===== src/rtl/intc_irq_ctrl_pkg.sv =====
// Purpose: shared constants, register decode type and address decoder for the interrupt controller.
// Latency: none, declarations only.
// Backpressure: not applicable.
package intc_irq_ctrl_pkg;

  localparam int unsigned INTC_VEC_W  = 6;
  localparam int unsigned INTC_ADDR_W = 5;
  localparam int unsigned INTC_DATA_W = 32;

  localparam logic [INTC_ADDR_W-1:0] INTC_ADDR_RAW    = 5'h00;
  localparam logic [INTC_ADDR_W-1:0] INTC_ADDR_PEND   = 5'h04;
  localparam logic [INTC_ADDR_W-1:0] INTC_ADDR_ENABLE = 5'h08;
  localparam logic [INTC_ADDR_W-1:0] INTC_ADDR_MODE   = 5'h0C;
  localparam logic [INTC_ADDR_W-1:0] INTC_ADDR_POL    = 5'h10;
  localparam logic [INTC_ADDR_W-1:0] INTC_ADDR_SWSET  = 5'h14;

  typedef enum logic [2:0] {
    REG_RAW    = 3'd0,
    REG_PEND   = 3'd1,
    REG_ENABLE = 3'd2,
    REG_MODE   = 3'd3,
    REG_POL    = 3'd4,
    REG_SWSET  = 3'd5,
    REG_NONE   = 3'd7
  } intc_reg_e;

  // Caller passes a word-aligned offset; unmapped offsets decode to REG_NONE.
  function automatic intc_reg_e intc_decode(input logic [INTC_ADDR_W-1:0] addr);
    case (addr)
      INTC_ADDR_RAW:    return REG_RAW;
      INTC_ADDR_PEND:   return REG_PEND;
      INTC_ADDR_ENABLE: return REG_ENABLE;
      INTC_ADDR_MODE:   return REG_MODE;
      INTC_ADDR_POL:    return REG_POL;
      INTC_ADDR_SWSET:  return REG_SWSET;
      default:          return REG_NONE;
    endcase
  endfunction

endpackage


===== src/rtl/intc_irq_ctrl_sync_edge.sv =====
// Purpose: per-source synchroniser, polarity correction and rising-edge detector with reloadable history.
// Latency: o_act follows i_line after SYNC_STAGES edges; o_rise is combinational from o_act and history.
// Backpressure: none, free-running every cycle.
module intc_irq_ctrl_sync_edge #(
  parameter int SYNC_STAGES = 2
) (
  input  logic clk,
  input  logic rst,
  input  logic i_line,
  input  logic i_pol,
  input  logic i_reload,
  input  logic i_reload_pol,
  output logic o_act,
  output logic o_rise
);

  logic [SYNC_STAGES-1:0] r_sync;
  logic                   r_prev;

  // shift the asynchronous line through the synchroniser chain
  always_ff @(posedge clk) begin
    if (rst) r_sync <= '0;
    else     r_sync <= {r_sync[SYNC_STAGES-2:0], i_line};
  end

  // Edge history; on a MODE/POL change it is loaded with the act value the next cycle will see,
  // so the configuration change itself cannot look like an edge.
  always_ff @(posedge clk) begin
    if (rst)           r_prev <= 1'b0;
    else if (i_reload) r_prev <= r_sync[SYNC_STAGES-2] ^ i_reload_pol;
    else               r_prev <= o_act;
  end

  assign o_act  = r_sync[SYNC_STAGES-1] ^ i_pol;
  assign o_rise = o_act & ~r_prev;

endmodule


===== src/rtl/intc_irq_ctrl.sv =====
// Purpose: interrupt controller producing the 6-bit CP0 hardware interrupt vector, with a register slave port.
// Latency: line to int_o SYNC_STAGES+2 edges; register writes reach int_o one edge later; ack one cycle after ce.
// Backpressure: none, accepts a bus access every cycle and always acknowledges the next cycle.
module intc_irq_ctrl #(
  parameter int NUM_SRC     = 6,
  parameter int SYNC_STAGES = 2
) (
  input  logic               clk,
  input  logic               rst,
  input  logic [NUM_SRC-1:0] irq_i,
  input  logic               bus_ce_i,
  input  logic               bus_we_i,
  input  logic [4:0]         bus_addr_i,
  input  logic [31:0]        bus_wdata_i,
  output logic [31:0]        bus_rdata_o,
  output logic               bus_ack_o,
  output logic [5:0]         int_o
);
  import intc_irq_ctrl_pkg::*;

  logic [NUM_SRC-1:0] r_pend, r_enable, r_mode, r_pol;
  logic [5:0]         r_int;
  logic               r_ack;
  logic [31:0]        r_rdata;

  logic [NUM_SRC-1:0] w_act, w_rise, w_wdat, w_w1c, w_swset;
  logic [NUM_SRC-1:0] w_mode_next, w_pol_next, w_reload, w_pend_next;
  logic [31:0]        w_rdat;
  logic [5:0]         w_int_vec;
  logic               w_wr;
  intc_reg_e          w_reg;
  logic               w_unused;

  assign w_reg    = intc_decode({bus_addr_i[4:2], 2'b00});
  assign w_wr     = bus_ce_i & bus_we_i;
  assign w_wdat   = bus_wdata_i[NUM_SRC-1:0];
  assign w_unused = ^{bus_addr_i[1:0], bus_wdata_i};

  assign w_w1c       = (w_wr && w_reg == REG_PEND)  ? w_wdat : '0;
  assign w_swset     = (w_wr && w_reg == REG_SWSET) ? w_wdat : '0;
  assign w_mode_next = (w_wr && w_reg == REG_MODE)  ? w_wdat : r_mode;
  assign w_pol_next  = (w_wr && w_reg == REG_POL)   ? w_wdat : r_pol;
  assign w_reload    = (w_mode_next ^ r_mode) | (w_pol_next ^ r_pol);

  genvar g;
  generate
    for (g = 0; g < NUM_SRC; g++) begin : g_src
      intc_irq_ctrl_sync_edge #(
        .SYNC_STAGES (SYNC_STAGES)
      ) u_sync_edge (
        .clk          (clk),
        .rst          (rst),
        .i_line       (irq_i[g]),
        .i_pol        (r_pol[g]),
        .i_reload     (w_reload[g]),
        .i_reload_pol (w_pol_next[g]),
        .o_act        (w_act[g]),
        .o_rise       (w_rise[g])
      );
    end
  endgenerate

  // Edge sources latch (set beats W1C); level sources track act; a MODE/POL change clears the bit.
  always_comb begin
    w_pend_next = (r_mode & ((r_pend & ~w_w1c) | w_rise | w_swset)) | (~r_mode & w_act);
    w_pend_next = w_pend_next & ~w_reload;
  end

  // read mux returns register contents as they stand before the access edge
  always_comb begin
    w_rdat = '0;
    case (w_reg)
      REG_RAW:    w_rdat[NUM_SRC-1:0] = w_act;
      REG_PEND:   w_rdat[NUM_SRC-1:0] = r_pend;
      REG_ENABLE: w_rdat[NUM_SRC-1:0] = r_enable;
      REG_MODE:   w_rdat[NUM_SRC-1:0] = r_mode;
      REG_POL:    w_rdat[NUM_SRC-1:0] = r_pol;
      default:    w_rdat = '0;
    endcase
  end

  // widen the masked pending vector to the fixed 6-bit CP0 interface, unused bits tied low
  always_comb begin
    w_int_vec = '0;
    w_int_vec[NUM_SRC-1:0] = r_pend & r_enable;
  end

  // register file, pending state, interrupt vector and bus response
  always_ff @(posedge clk) begin
    if (rst) begin
      r_pend   <= '0;
      r_enable <= '0;
      r_mode   <= '0;
      r_pol    <= '0;
      r_int    <= '0;
      r_ack    <= 1'b0;
      r_rdata  <= '0;
    end else begin
      r_pend <= w_pend_next;
      r_mode <= w_mode_next;
      r_pol  <= w_pol_next;
      if (w_wr && w_reg == REG_ENABLE) r_enable <= w_wdat;
      r_int  <= w_int_vec;
      r_ack  <= bus_ce_i;
      r_rdata <= (bus_ce_i && !bus_we_i) ? w_rdat : '0;
    end
  end

  assign bus_ack_o   = r_ack;
  assign bus_rdata_o = r_rdata;
  assign int_o       = r_int;

endmodule


===== config.mk =====
export PLATFORM = sky130hd
export DESIGN_NAME = intc_irq_ctrl
export DESIGN_NICKNAME = d
export VERILOG_FILES = /design/src/rtl/intc_irq_ctrl_pkg.sv /design/src/rtl/intc_irq_ctrl_sync_edge.sv /design/src/rtl/intc_irq_ctrl.sv
export SDC_FILE = /design/constraint.sdc
export NUM_CORES = 1
export LEC_CHECK = 0
export ABC_CLOCK_PERIOD_IN_PS = 1950
export CORE_ASPECT_RATIO = 1.5
export CORE_MARGIN = 1
export CORE_UTILIZATION = 48
export CTS_CLUSTER_SIZE = 10
export DETAILED_ROUTE_END_ITERATION = 8
export PLACE_DENSITY = 0.83
export SYNTH_ARGS = -nofsm -noshare
export SYNTH_HDL_FRONTEND = slang
export SYNTH_HIERARCHICAL = 1
export SYNTH_SLANG_ARGS = --single-unit

===== constraint.sdc =====
create_clock -name clk -period 1.95 [get_ports clk]
set_clock_uncertainty 0.1 [all_clocks]
set_input_delay 0.39 -clock clk [delete_from_list [all_inputs] [get_ports clk]]
set_output_delay 0.39 -clock clk [all_outputs]
set_load 0.02 [all_outputs]

==> results.json, run 1 <==
{
  "outcome": "finished, final reports clean",
  "io_buffer_count": 31,
  "fin_crit_sh": 0.960,
  "cts_made_buffers": 5,
  "die_y_um": 98.7,
  "cp_common_cell": "buf_4",
  "routed_wl_mm": 5.89,
  "area.growth.synth_to_final_pct": 15.6,
  "cts_buffer_depth": 2,
  "wl_met1_mm": 2.45,
  "synth_edf_count": 0,
  "holdCritPathClass": "flip-flop to flip-flop",
  "drt-initial-drc-count": 125,
  "drive_gt1_frac": 0.175,
  "final_cell_mix": "dfxtp_1, nor2_1, clkdlybuf4s50_1, conb_1, nand4b_1",
  "firstDrtPassIters": 4,
  "core_area_um2": 5910,
  "grt_overflow": 0,
  "syn_area_um2": 2990,
  "final_common_cell": "dfxtp_1",
  "dieWidth_um": 66.4,
  "cts_tree": "built",
  "ys_ff_latch": 55,
  "die_area_um2": 6560,
  "synth_area_leaders": "dfxtp_1, buf_4, nand4b_1, mux4_1, nor2_1",
  "crit_path_end_kind": "flip-flop",
  "placed_area_um2": 3360,
  "via_count": 2283,
  "vias_per_cell": 5.42,
  "fmax_ghz": 0.534,
  "grt_first_pass_wirelength_mm": 9.65,
  "htreeDepth": 2,
  "gp_congestion": 0.837,
  "initial_core_util": 0.506,
  "synth_top_area_cell": "dfxtp_1",
  "worstSetupPathType": "primary input to flip-flop",
  "drt-wirelength-per-cell_um": 14.0,
  "drv_cap": 0,
  "rsz0062_at_grt": "no",
  "drv_slew": 0,
  "dr_wl_met2_mm": 3.01,
  "fill_cells": 503,
  "cp-start-kind": "primary input",
  "crit_chain": "clkdlybuf4s50_1 > buf_4 > nor2b_1 > buf_4 > nand4b_1 > nand4_1 > or2_1 > o22ai_2",
  "grt_max_degree": 23,
  "timing.hold.ws_ns": 0.346,
  "slowest_stage": "clkdlybuf4s50_1",
  "ant_nets": 0,
  "cts-root-buf": "clkbuf_8",
  "synth_flop_cell": "dfxtp_1",
  "post-cts-setup-buffers": 0,
  "insertion_delay_ns": 0.30,
  "antenna_found_initial": 0,
  "synth_cell_types": 35,
  "yosysWarnings": 6,
  "power-per-cell-area_nw_per_um2": 600,
  "worst_ep_arrival_time_ns": 2.01,
  "final_area_um2": 3460,
  "drc": 0,
  "fin_crit_ns": 1.87,
  "syn_inst": 309,
  "n_antenna_cell": 0,
  "cp.required_ns": 2.09,
  "synth_seq_area_share": 0.368,
  "synth_top_area_frac": 0.368,
  "grtUsageTotal": 0.190,
  "path_clk_slew_ns": 0.09,
  "syn_avg_cell_area_um2": 9.68,
  "p_leak_nw": 1.35,
  "cpPeakStageDelay_ns": 0.48,
  "setup_viol_count_final": 0,
  "async_reset_ff_frac": 0,
  "hpwl_mm": 4.14,
  "clock-sinks": 55,
  "nets": 395,
  "path_max_fanout": 15,
  "io-pin-count": 86,
  "vdd_drop_max_mv": 0.303,
  "route.met3.wl_um": 314,
  "highest_layer": "met4",
  "rows": 34,
  "power.total_w": 0.00207,
  "grt_pass1_vias": 2159,
  "hold_viol": 0
}
==> critical path, delay by kind of cell <==
kind,cells,cell delay (ns)
buffers and inverters,3,0.85
AND/OR/NAND/NOR,4,0.66
AO/OA/AOI/OAI,1,0.10
==> Yosys cell counts (3+ instances only) <==
library cell  count
dfxtp_1          55
nor2_1           32
buf_4            28
nand4b_1         24
nand2_1          19
nor2b_1          14
clkbuf_1         12
nand2b_1         12
and2b_1           7
a21oi_1           6
a221oi_1          6
a31oi_1           6
inv_1             6
mux2_4            6
mux2i_1           6
mux4_1            6
nand3_1           6
nand4_1           6
nor2b_4           6
nor4_1            6
o22ai_2           6
or2_1             6
xnor2_1           6
xnor2_2           6
buf_2             4
buf_6             3
==> metal layers <==
metal / GRT usage / vias up
li1: - / 1096
met1: 0.214 / 1089
met2: 0.331 / 86
met3: 0.0324 / 12
met4: 0.0998 / 0
met5: 0 / -
==> cell families (layout without fill, tap and decap cells) <==
kind of cell,count (synthesis),after routing,share of synthesized area
AO/OA/AOI/OAI,25,25,0.0669
XOR/XNOR,12,12,0.0502
buffers and inverters,53,68,0.111
flip-flops,55,55,0.368
multiplexers,18,18,0.103
other,1,26,0.00125
AND/OR/NAND/NOR,145,145,0.300
==> path summary, 6_finish.rpt <==
check / start / endpoint / slack [ns] / cells past startpoint
hold / removal: r_enable[4] / int_o[4] / 0.35 / 2
setup reg to reg: r_pol[4] / bus_rdata_o[4] / 0.17 / 6
setup / recovery: bus_addr_i[4] / g_src[0].u_sync_edge/r_prev / 0.08 / 8
hold reg to reg: r_enable[4] / int_o[4] / 0.35 / 2
==> final cells by class <==
cell class                 instances  area (um^2)  area share
tap                               72         90.1      0.0261
multi-input combinational        226         1670       0.482
sequential                        55         1100       0.319
inverter                           6         22.5     0.00652
clock buffer                       7         76.3      0.0221
clock inverter                     1         5.00     0.00145
timing repair buffer              54          495       0.143
==> report_power, final <==
group | leakage (nW) | internal (W) | switching [W]
Clock | 0.0422 | 0.000253 | 0.000349
Combinational | 0.860 | 0.000135 | 0.000168
Sequential | 0.447 | 0.00115 | 0.0000188
==> sequential cells by signal (all words and copies together), names as in the netlist <==
signal and count:
int_o 6, r_enable 6, bus_ack_o 1, bus_rdata_o 6
r_mode 6, r_pend 6, g_src.u_sync_edge/r_prev 6, r_pol 6
g_src.u_sync_edge/r_sync 12
==> metrics by stage <==
| stage | worst slack (ns) | util | setup TNS [ns] | instances |
|---|---|---|---|---|
| floorplan | 0.115 | - | 0 | 334 |
| global placement | -0.236 | 0.567 | -5.94 | 413 |
| detailed placement | -0.294 | 0.567 | -6.71 | 413 |
| CTS | 0.0159 | 0.581 | 0 | 421 |
| global route | 0.00731 | 0.584 | 0 | 421 |
| finish | 0.0776 | 0.584 | 0 | 421 |
==> timing repair <==
item	in CTS	in global routing
resized for setup	0	5
hold endpoints to repair	0	0
hold buffers	0	0
endpoints found under the setup margin	0	8
(Power assumes the default switching activity.)
==> run 2: changes to the inputs <==
GPL_TIMING_DRIVEN = 0   (was unset)
==> results.json, run 2 (synthesized netlist as in run 1, its figures left out) <==
{
  "n_antenna_cell": 0,
  "slowest_stage": "clkdlybuf4s50_1",
  "routed_wl_mm": 6.34,
  "grt_first_pass_wirelength_mm": 10.3,
  "cts_tree": "built",
  "cp.required_ns": 2.05,
  "core_area_um2": 5910,
  "regMostFlops": "g_src.u_sync_edge/r_sync",
  "grt_overflow": 0,
  "drt-wirelength-per-cell_um": 14.4,
  "hpwl_mm": 4.42,
  "firstDrtPassIters": 4,
  "setup_viol_count_final": 0,
  "grt_pass1_vias": 2256,
  "path_max_fanout": 6,
  "drv_cap": 0,
  "holdCritPathClass": "flip-flop to flip-flop",
  "cts_buffer_depth": 2,
  "path_clk_slew_ns": 0.09,
  "power-per-cell-area_nw_per_um2": 596,
  "worstSetupPathType": "primary input to flip-flop",
  "regToRegStartpoint": "r_pol[5]",
  "htreeDepth": 2,
  "ant_nets": 0,
  "dieWidth_um": 66.4,
  "gp_congestion": 0.842,
  "post-place-ws_ns": -0.845,
  "fin_crit_ns": 1.95,
  "power.total_w": 0.00214,
  "p_leak_nw": 1.45,
  "grtUsageTotal": 0.203,
  "worst_ep_arrival_time_ns": 2.04,
  "drt-initial-drc-count": 222,
  "cp-start-kind": "primary input",
  "nets": 416,
  "postLayoutSetupSlackWorst_ns": 0.00465,
  "critPathLaunch": "bus_ce_i",
  "power.share.switching": 0.260,
  "worst_slew_pin_slew_ns": 0.893,
  "outcome": "finished, final reports clean",
  "regToRegSetupSlack_ns": 0.18,
  "hold_viol": 0,
  "cts-root-buf": "clkbuf_8",
  "antenna_found_initial": 0,
  "critPathTopFamily": "buffers and inverters",
  "crit_chain": "clkdlybuf4s50_1 > and3_2 > and2_1 > clkbuf_1 > a221oi_1 > nor4_1",
  "p_seq_frac": 0.547,
  "path_depth": 6,
  "final_cell_mix": "dfxtp_1, buf_4, nor2_1, conb_1, nand4b_1",
  "die_area_um2": 6560,
  "p_switching_w": 0.000557,
  "cpPeakStageDelay_ns": 0.48,
  "die_y_um": 98.7,
  "fill_cells": 491,
  "hold_buffers": 0,
  "io-pin-count": 86,
  "intPower_w": 0.00158,
  "clock-sinks": 55,
  "cts_made_buffers": 5,
  "r2r-end": "bus_rdata_o[5]",
  "io_buffer_count": 24,
  "fmax_ghz": 0.514,
  "drive_gt1_frac": 0.230,
  "critPathBufInv": 2,
  "drv_slew": 0,
  "crit_end": "r_pend[5]",
  "rows": 34,
  "crit_path_end_kind": "flip-flop",
  "grt_max_degree": 29,
  "slew-limit-headroom": 0.405,
  "insertion_delay_ns": 0.30,
  "comb_power_share": 0.154,
  "vias_per_cell": 5.40,
  "final_common_cell": "dfxtp_1",
  "fin_crit_sh": 0.998,
  "power_frac_clock": 0.299,
  "largest_reg_flops": 12,
  "reg2reg_depth": 6,
  "rsz0062_at_grt": "no",
  "vdd_drop_max_mv": 0.326,
  "via_count": 2382,
  "initial_core_util": 0.506,
  "area.growth.synth_to_final_pct": 20.2,
  "placed_cells_incl_taps": 430,
  "timing.hold.ws_ns": 0.346,
  "final_util": 0.608,
  "instances_no_fill": 441,
  "drc": 0
}
-- run 2: changes by cell type in the layout (fill, tap and decap cells not counted), moves of 2 or more --
cell | previous run | this run
dlygate4sd2_1 | 0 | 2
xnor2_1 | 6 | 0
clkdlybuf4s50_1 | 28 | 21
buf_4 | 22 | 33
clkbuf_1 | 2 | 10
xnor2_2 | 6 | 12
buf_6 | 0 | 3
buf_2 | 1 | 4
-- run 2: repair_timing --
| item | 4_1_cts | 5_1_grt |
|---|---|---|
| setup endpoints to repair | 37 | 11 |
| gates resized for setup | 10 | 8 |
| pin swaps | 1 | 3 |
| setup buffers | 1 | 3 |
-- run 2: power groups by stage --
stage               Clock [W]  Combinational (W)  Sequential [W]
global route         0.000685           0.000357         0.00118
finish               0.000639           0.000330         0.00117
floorplan                   0           0.000239         0.00119
CTS                  0.000642           0.000318         0.00117
global placement            0           0.000306         0.00119
detailed placement          0           0.000312         0.00120
-- run 2: cell type report --
| cell class | instances | area (um^2) | share of cell area |
|---|---|---|---|
| Multi-Input combinational cell | 226 | 1710 | 0.475 |
| Inverter | 6 | 22.5 | 0.00627 |
| Clock inverter | 1 | 5.00 | 0.00139 |
| Buffer | 47 | 314 | 0.0874 |
| Tap cell | 72 | 90.1 | 0.0251 |
| Sequential cell | 55 | 1100 | 0.306 |
| Clock buffer | 6 | 82.6 | 0.0230 |
| Timing Repair Buffer | 28 | 270 | 0.0752 |
-- run 2: metal layers --
layer,share of wire,global-route usage,vias to the layer above
li1,-,-,1135
met1,0.38,0.226,1096
met2,0.50,0.355,129
met3,0.076,0.0370,22
met4,0.038,0.110,0
met5,0,0,-
-- run 2: worst min-delay path by stage --
stage               cells after the start       end   startpoint
finish                                  2  int_o[5]  r_enable[5]
global route                            2  int_o[4]  r_enable[4]
CTS                                     2  int_o[5]  r_enable[5]
detailed placement                      2  int_o[5]  r_enable[5]
global placement                        2  int_o[5]  r_enable[5]
floorplan                               2  int_o[0]  r_enable[0]
-- run 2: tightest hold or removal path, delay by kind of cell (launching register included) --
kind | cells | cell delay (ns)
DFF | 1 | 0.33
and+or+nand+nor | 2 | 0.08
-- run 2: stage by stage --
step,area [um^2],TNS [ns]
6_report,3590,0
5_1_grt,3590,0
4_1_cts,3540,0
3_5_place_dp,3410,-20.74
3_3_place_gp,3410,-18.42
2_1_floorplan,3080,0
==> run 3: changes to the inputs <==
CELL_PAD_IN_SITES_DETAIL_PLACEMENT = 0   (was unset)
CELL_PAD_IN_SITES_GLOBAL_PLACEMENT = 1   (was unset)
CORE_UTILIZATION = 36   (was 48)
PLACE_DENSITY = 0.82   (was 0.83)
==> results.json, run 3 (synthesized netlist as in run 1, its figures left out) <==
{
  "rsz0062_at_grt": "yes",
  "regToRegStartpoint": "r_pol[0]",
  "path_max_fanout": 6,
  "use_met2": 0.297,
  "postLayoutSetupSlackWorst_ns": 0.0297,
  "critPathLaunch": "bus_addr_i[3]",
  "setup_viol_count_final": 0,
  "die_area_um2": 8680,
  "antenna_found_initial": 0,
  "drv_cap": 0,
  "min_path_cells": 2,
  "cts_tree": "built",
  "insertion_delay_ns": 0.29,
  "nets": 415,
  "area.growth.synth_to_final_pct": 23.8,
  "critPathBufInv": 2,
  "holdCritPathClass": "primary input to flip-flop",
  "drc": 0,
  "crit_end": "g_src[2].u_sync_edge/r_prev",
  "regMostFlops": "g_src.u_sync_edge/r_sync",
  "io-pin-count": 86,
  "dieWidth_um": 76.4,
  "outcome": "finished, final reports clean",
  "critPathTopFamily": "buffers and inverters",
  "cts-root-buf": "clkbuf_16",
  "slowest_stage": "clkdlybuf4s50_1",
  "fin_crit_sh": 0.985,
  "rows": 40,
  "initial_core_util": 0.373,
  "post-place-ws_ns": -0.878,
  "cts_made_buffers": 5,
  "slew-limit-headroom": 0.624,
  "gp_congestion": 0.779,
  "crit_path_end_kind": "flip-flop",
  "p_leak_nw": 1.49,
  "vdd_drop_max_mv": 0.435,
  "n_antenna_cell": 0,
  "grt_busiest_layer": "met2",
  "fmax_ghz": 0.521,
  "via_count": 2293,
  "drt-wirelength-per-cell_um": 13.8,
  "crit_chain": "clkdlybuf4s50_1 > and2b_2 > and2_4 > buf_6 > mux2_4 > xnor2_2 > o22ai_2",
  "hpwl_mm": 4.57,
  "drive_gt1_frac": 0.231,
  "core_area_um2": 8010,
  "met3_usage": 0.0224,
  "die_y_um": 114,
  "worstSetupPathType": "primary input to flip-flop",
  "power.total_w": 0.00248,
  "regToRegSetupSlack_ns": 0.15,
  "htreeDepth": 2,
  "use_met1": 0.180,
  "hold_buffers": 0,
  "grt_pass1_vias": 2188,
  "fin_setup_tns_ns": 0,
  "routed_wl_mm": 6.54,
  "largest_reg_flops": 12,
  "reg2reg_depth": 6,
  "drv_slew": 0,
  "firstDrtPassIters": 4,
  "io_buffer_count": 24,
  "clock-sinks": 55,
  "grt_max_degree": 29,
  "worst_slew_pin_slew_ns": 0.564,
  "path_depth": 7,
  "timing.hold.ws_ns": 0.319,
  "grt_first_pass_wirelength_mm": 11.0,
  "grtUsageTotal": 0.162,
  "grt_overflow": 0,
  "hold_viol": 0,
  "cp-start-kind": "primary input",
  "cts_buffer_depth": 2,
  "power-per-cell-area_nw_per_um2": 671,
  "worst_ep_arrival_time_ns": 2.00,
  "cp.required_ns": 2.03,
  "ant_nets": 0,
  "drt-initial-drc-count": 92,
  "path_clk_slew_ns": 0.06,
  "r2r-end": "bus_rdata_o[0]",
  "final_cell_mix": "dfxtp_1, buf_4, nor2_1, conb_1, nand4b_1",
  "cpPeakStageDelay_ns": 0.47,
  "fin_crit_ns": 1.92,
  "vias_per_cell": 4.85,
  "final_common_cell": "dfxtp_1"
}
==> run 3: what timing repair did <==
item                                    in CTS  in global routing
endpoints found under the setup margin      36                 13
buffers inserted                             1                  3
pin swaps                                    1                 12
gates cloned                                 0                  0
resized for setup                           15                  5
==> run 3: final cells by class <==
| type | count | area [um^2] |
|---|---|---|
| fill | 768 | 4310 |
| clock buffer | 6 | 129 |
| clock inverter | 1 | 30.0 |
| inverter | 6 | 22.5 |
| timing repair buffer | 28 | 269 |
| buffer | 46 | 310 |
| sequential | 55 | 1100 |
| multi-input combinational | 226 | 1710 |
| tap | 105 | 131 |
==> run 3: through the flow <==
stage | util | cells | area, um^2
finish | 0.462 | 473 | 3700
global route | 0.462 | 473 | 3700
CTS | 0.460 | 471 | 3680
detailed placement | 0.432 | 463 | 3460
global placement | 0.432 | 463 | 3460
floorplan | - | 334 | 3080
==> run 3: worst min path at each step <==
stage,slack [ns],endpoint,start
final,0.32,bus_ack_o,bus_ce_i
after global routing,0.33,bus_ack_o,bus_ce_i
after CTS,0.35,r_mode[1],bus_wdata_i[1]
after detailed placement,0.34,int_o[0],r_pend[0]
after global placement,0.33,int_o[5],r_enable[5]
after floorplan,0.32,int_o[0],r_enable[0]
==> run 3: worst reg2reg max path: cells and delay by family, from the launching register on <==
kind / cells / cell delay, ns
DFF: 1 / 0.46
xor gates and xnor gates: 1 / 0.18
AOI/OAI and AO/OA: 1 / 0.16
buffers and inverters: 1 / 0.08
and+or+nand+nor: 2 / 0.21
muxes: 1 / 0.51
==> run 3: per-layer routing <==
layer	share of wire	up-vias
met5	0	-
li1	-	1137
met2	0.51	78
met3	0.047	14
met4	0.035	0
met1	0.41	1064
==> run 3: power by group <==
group / total [W] / switching [W] / internal [W]
logic: 0.000329 / 0.000177 / 0.000152
clock network: 0.000981 / 0.000382 / 0.000599
registers: 0.00117 / 0.0000209 / 0.00115
total: 0.00248 / 0.000579 / 0.00190
